### config.mk
export PLATFORM = sky130hd
export DESIGN_NAME = display_scan_controller
export DESIGN_NICKNAME = d
export VERILOG_FILES = /design/src/rtl/display_scan_controller.sv
export SDC_FILE = /design/constraint.sdc
export NUM_CORES = 1
export LEC_CHECK = 0
export CORE_AREA = 2 2 74 76
export DETAILED_ROUTE_END_ITERATION = 16
export DIE_AREA = 0 0 76 78
export PLACE_DENSITY = 0.69
export SKIP_LAST_GASP = 1
export SLEW_MARGIN = 20
export SYNTH_ARGS = -nofsm -noshare
export SYNTH_HDL_FRONTEND = slang
export SYNTH_SLANG_ARGS = --single-unit
### constraint.sdc
create_clock -name clock -period 3.1 [get_ports clock]
set_input_delay 0.93 -clock clock [delete_from_list [all_inputs] [get_ports clock]]
set_output_delay 0.93 -clock clock [all_outputs]
set_load 0.03 [all_outputs]
### src/rtl/display_scan_controller.sv
//------------------------------------------------------------------------------
// display_scan_controller
//
// Multiplexed 4-digit display scanner. A prescaler divides the clock by
// SCAN_DIV. Each terminal count rotates a one-hot ring that selects the digit
// being driven. New 4-digit values are captured into a staging register on
// load. They are copied into the displayed (shadow) register only at a frame
// boundary, so a frame never shows a mix of old and new digits.
//
// Parameters
//   SCAN_DIV       clock cycles each digit is driven (1..2^20)
//
// Optional build macro
//   LEADING_ZERO_BLANK_EN  also blank leading zero digits 3..1
//
// Ports
//   clock          system clock, rising edge
//   reset          asynchronous, active-high reset
//   enable         scan run (1) / hold (0)
//   load           capture data_3..data_0 into staging
//   data_3..data_0 BCD digits, data_3 most significant
//   ring_counter   one-hot digit select (0000 while disabled)
//   digit_out      shadow nibble of the selected digit
//   blank          selected digit must not be lit
//   frame_done     high during the step that wraps the ring 1000 -> 0001
//   load_ack       one-cycle pulse after the shadow register updates
//------------------------------------------------------------------------------
module display_scan_controller #(
    parameter int unsigned SCAN_DIV = 50000
) (
    input  logic       clock,
    input  logic       reset,
    input  logic       enable,
    input  logic       load,
    input  logic [3:0] data_3,
    input  logic [3:0] data_2,
    input  logic [3:0] data_1,
    input  logic [3:0] data_0,
    output logic [3:0] ring_counter,
    output logic [3:0] digit_out,
    output logic       blank,
    output logic       frame_done,
    output logic       load_ack
);

    localparam int unsigned PW = (SCAN_DIV > 1) ? $clog2(SCAN_DIV) : 1;
    localparam logic [PW-1:0] TERM = PW'(SCAN_DIV - 1);

    logic [PW-1:0] r_presc;
    logic [3:0]    r_ring;
    logic [15:0]   r_staging;
    logic          r_pending;
    logic [15:0]   r_shadow;
    logic          r_load_ack;

    logic          w_step;
    logic          w_boundary;
    logic          w_update;
    logic [15:0]   w_data;
    logic [3:0]    w_digit;
    logic [3:0]    w_lz;

    assign w_data     = {data_3, data_2, data_1, data_0};
    assign w_step     = enable && (r_presc == TERM);
    assign w_boundary = w_step && r_ring[3];
    // A load in the boundary cycle itself counts, even with nothing pending.
    assign w_update   = w_boundary && (r_pending || load);

    always_ff @(posedge clock or posedge reset) begin
        if (reset) begin
            r_presc <= '0;
            r_ring  <= 4'b0001;
        end else if (enable) begin
            if (w_step) begin
                r_presc <= '0;
                r_ring  <= {r_ring[2:0], r_ring[3]};
            end else begin
                r_presc <= r_presc + 1'b1;
            end
        end
    end

    always_ff @(posedge clock or posedge reset) begin
        if (reset) begin
            r_staging  <= '0;
            r_pending  <= 1'b0;
            r_shadow   <= '0;
            r_load_ack <= 1'b0;
        end else begin
            if (load) begin
                r_staging <= w_data;
            end
            // Update wins over a coincident load: that load's data goes
            // straight to the shadow, so nothing remains pending.
            if (w_update) begin
                r_shadow  <= load ? w_data : r_staging;
                r_pending <= 1'b0;
            end else if (load) begin
                r_pending <= 1'b1;
            end
            r_load_ack <= w_update;
        end
    end

    // And-or mux on the one-hot ring: no added latency from ring to digit.
    always_comb begin
        w_digit = '0;
        for (int unsigned k = 0; k < 4; k++) begin
            if (r_ring[k]) begin
                w_digit = w_digit | r_shadow[4*k +: 4];
            end
        end
    end

`ifdef LEADING_ZERO_BLANK_EN
    // Digit k is a leading zero when it and every more significant digit are 0.
    always_comb begin
        w_lz    = '0;
        w_lz[3] = (r_shadow[15:12] == 4'd0);
        w_lz[2] = w_lz[3] && (r_shadow[11:8] == 4'd0);
        w_lz[1] = w_lz[2] && (r_shadow[7:4] == 4'd0);
    end
`else
    assign w_lz = '0;
`endif

    assign ring_counter = enable ? r_ring : 4'b0000;
    assign digit_out    = w_digit;
    assign blank        = !enable || (|(r_ring & w_lz));
    assign frame_done   = w_boundary;
    assign load_ack     = r_load_ack;

endmodule

; Yosys cells after proc, flatten, opt, wreduce, memory -nomap -nowiden
; Cells that the tools add are included.
[op_classes]
reduce_logical = 7
add_sub_neg = 1
n_mux = 9
n_bitwise = 3
n_eq_ne = 1
[op_table]
columns = op, count
row1 = 2-to-1 mux 16 bit, 2
row2 = 2-to-1 mux 4 bit, 5
row3 = adder 16 x 1 -> 16 bit (second input constant), 1
row4 = equality test 16 bit (second input constant), 1
row5 = OR 4 bit, 3
row6 = logical AND 1 bit, 3
row7 = 2-to-1 mux 1 bit, 2
row8 = AND reduction 2 bit, 1
row9 = nonzero test 2 bit, 1
row10 = logical NOT 1 bit, 1
row11 = logical OR 1 bit, 1
[word_totals]
out_inout_bits = 11
regBits = 54
wordCells = 27

; Logic depth before layout (Yosys ltp)
; Gate-level depths: netlist (run 1).
[depth]
depth_word = 7
mapped_depth = 6
depth_no_buf = 5

; Least setup slack after synthesis (run 1)
; Ideal clock, no wire load.
[synth_path]
path_type = input-to-output
from = input enable
to = output frame_done
t_arrival_ps = 2383
path_stages = 5
path_slack_ps = -213
cell_sequence = buf_4 -> nand3_1 -> or2_2 -> nor4b_4 -> and2_1
[synth_via]
elab_chain_cells = 2
[synth_lines]
columns = element, line_no
row1 = "start, declared", 33  ; input logic enable,
row2 = logical AND 1 bit, 64  ; assign w_step = enable && (r_presc == TERM);
row3 = logical AND 1 bit, 65  ; assign w_boundary = w_step && r_ring[3];
row4 = "end, declared", 42  ; output logic frame_done,
; No other way between the ends.

; Final worst setup path (run 1)
; Ends and elaborated chain as after synthesis.

==> impl_metrics.yaml, run 1 <==
finish:
  fin_cells: 289
  nets: 239
  syn2layout_area_growth_pct: 22.39
  fillerInstances: 425
  final_area_sq_um: 2907
  post-route-util_pct: 57.64
  n_antenna_cell: 0
  drive_gt1_share_pct: 30.59
timing:
  slew_viol_final: 0
  clock_skew_ps: 8.612
  fin_ws_ps: 115.2
  period_share_pct: 96.28
  setup_viol: 0
  min_period_ps: 2985
  finalHoldViolations: 0
  relSlewSlack_pct: 67.55
  timing.setup.tns_ps: 0
  holdWs_ps: 500.5
  fmax_mhz: 335.0
  rsz0062_at_grt: "no"
  worst_pin_slew_ps: 486.7
placement:
  dp_slack_ps: -252.9
  hpwl_microns: 3320
  port_buffers: 30
  dp_cells: 281
  place_area_sq_um: 2785
  gp_congestion: 0.8652
power_and_ir_drop:
  power_leakage_nw: 1.362
  power.density_nw_per_um2: 513.9
  vdd_drop_max_v: 0.0002767
  p_total_mw: 1.494
grt:
  grt.met2_usage_pct: 28.21
  grt_max_degree: 21
  grt_use_met1_pct: 20.69
  grt_pass1_vias: 1562
  use_met3_pct: 4.302
  grt_pass1_wl_microns: 7617
  grt_usage_pct: 16.51
  grt.busiest_layer: "met2"
  antenna_found_initial: 0
  gr-total-overflow: 0
clock_tree:
  cts_tree: "done"
  clock-sinks: 54
  cts_hold_buffers: 0
  ctsLongestPathBuffers: 2
  path_clk_slew_ps: 80
  root_buffer: "clkbuf_8"
  numCtsBuffers: 5
  post_cts_buffers: 0
  insertion_delay_ps: 300
  htree_levels: 2
yosys:
  yosysWarningCount: 0
  syn-num-nets: 199
  ys_async_sr_fraction_pct: 100.0
  synth_top_cell_by_area: "dfrtp_1"
  netlist_instances: 178
  syn_avg_cell_area_sq_um: 13.34
  synth_edf_count: 0
  ys_seq_area_share_pct: 56.95
  synth_area_leaders: "dfrtp_1 56%, mux2_2 12%, mux2_4 6.3%, xnor2_1 3.7%, a22oi_1 2.5%"
  synth_seq_cells: 54
  syn_area_sq_um: 2375
  synth.top_cell.area_share_pct: 55.85
  synth.distinct_cells: 29
  synth_ff_type: "dfrtp_1"
min_path:
  hold_path_class: "flip-flop to flip-flop"
  min_to: "r_staging[2]"
  hp-start: "r_staging[2]"
  whs_path_depth: 1
job:
  cap_violations: 0
floorplanning:
  rows: 26
  core_sq_um: 5042
  start_util_pct: 47.10
  die_w_microns: 76
  ios: 31
  fp.dieH_microns: 78
  die_area_sq_um: 5928
worst_setup_path:
  cp_data_arrival_time_ps: 2050
  critPathKind: "input pin to output port"
  reg2reg_to: "r_ring[2]"
  r2r_slack_ps: 1000
  path_max_fanout: 2
  cp-end-kind: "output port"
  worstReg2RegStart: "r_presc[10]"
  ff2ff_path_depth: 4
  startpoint_type: "input pin"
  required_ps: 2170
detailed_routing:
  wl_per_cell_microns: 15.32
  wl_microns: 4427
  first_iter_violations: 40
  drc: 0
  ant_nets: 0
  vias_per_cell: 5.145
  num_vias: 1487
  firstDrtPassIters: 4
run_status:
  status: "finished clean"
## worst max-delay path, stage by stage
cell and delay, ps:
dlygate4sd2_1 230, nand3_2 70, or2_4 270, nor4b_4 240
and2_4 190, buf_6 120
## layer usage
| layer | wire length, microns | share of wire, % | vias up |
|---|---|---|---|
| met1 | 1877 | 42 | 750 |
| met5 | 0 | 0 | - |
| met2 | 2328 | 53 | 25 |
| met3 | 139 | 3.1 | 10 |
| met4 | 81 | 1.8 | 0 |
| li1 | - | - | 702 |
## where the power goes
part           leakage (nW)  total, mW  switching, mW  internal (mW)
registers             0.698      0.808         0.0469          0.761
clock network        0.0585      0.472          0.209          0.263
logic                 0.606      0.213          0.104          0.109
total                  1.36       1.49          0.360           1.13
## what timing repair did
action,4_1_cts,5_1_grt
pin swaps,1,1
setup endpoints to repair,1,1
gates cloned,0,0
gates resized for setup,3,0
## cells in the final DEF (no fill, tap or decap), drive strengths merged, types with 3 or more instances in the layout
cell | Yosys | final
clkbuf | 3 | 7
a22oi | 8 | 8
nand4 | 5 | 5
buf | 3 | 15
nor4 | 4 | 4
nor2 | 12 | 12
xor2 | 4 | 4
mux2 | 36 | 36
dfrtp | 53 | 53
and2 | 5 | 5
inv | 4 | 4
nand3 | 3 | 3
clkdlybuf4s50 | 0 | 23
nor3 | 5 | 5
nand2 | 12 | 12
xnor2 | 10 | 10
## logic make-up after synthesis
family / Yosys count / share of synthesized area, %
multiplexers: 36 / 18.65
AND/OR/NAND/NOR: 52 / 13.17
AO/OA/AOI/OAI: 11 / 3.319
buffers and inverters: 10 / 2.212
XOR/XNOR: 14 / 5.163
adder cells (fa/ha/maj): 1 / 0.5268
flip-flops: 54 / 56.95
## state kept, by name, indices dropped and copies added, names as in the netlist
| register | count |
|---|---|
| r_shadow | 16 |
| r_ring | 4 |
| r_staging | 16 |
| r_presc | 16 |
| load_ack | 1 |
| r_pending | 1 |
## worst max path at each step
stage,from,to
2_1_floorplan,enable,frame_done
3_3_place_gp,enable,frame_done
3_5_place_dp,enable,frame_done
4_1_cts,enable,frame_done
5_1_grt,enable,frame_done
6_report,enable,frame_done
## cell usage after synthesis (2+ instances only)
cell type / instances
dfrtp_1: 53
mux2_2: 26
nand2_1: 12
nor2_1: 12
mux2_4: 10
xnor2_1: 10
a22oi_1: 8
and2_1: 5
nand4_1: 5
nor3_1: 5
inv_1: 4
xor2_1: 4
clkbuf_1: 3
nand3_1: 3
nor4_1: 3
buf_4: 2
## layout make-up
| type | instances | area (sq um) | share of cell area (%) |
|---|---|---|---|
| clock inverters | 1 | 30.03 | 1.033 |
| repair buffers | 39 | 355.3 | 12.23 |
| well taps | 70 | 87.58 | 3.013 |
| multi-input cells | 114 | 979.7 | 33.71 |
| flip-flops and latches | 54 | 1353 | 46.53 |
| inverters | 4 | 15.01 | 0.5166 |
| clock buffers | 7 | 86.33 | 2.970 |
(Power assumes the default switching activity.)
==> inputs of run 2 (changes only) <==
--- a/config.mk
+++ b/config.mk
@@ -14,3 +14,4 @@
 export SYNTH_ARGS = -nofsm -noshare
 export SYNTH_HDL_FRONTEND = slang
 export SYNTH_SLANG_ARGS = --single-unit
+export TNS_END_PERCENT = 10
==> results of run 2 <==
No change in the layout: final DEF, timing and power equal those of run 1.
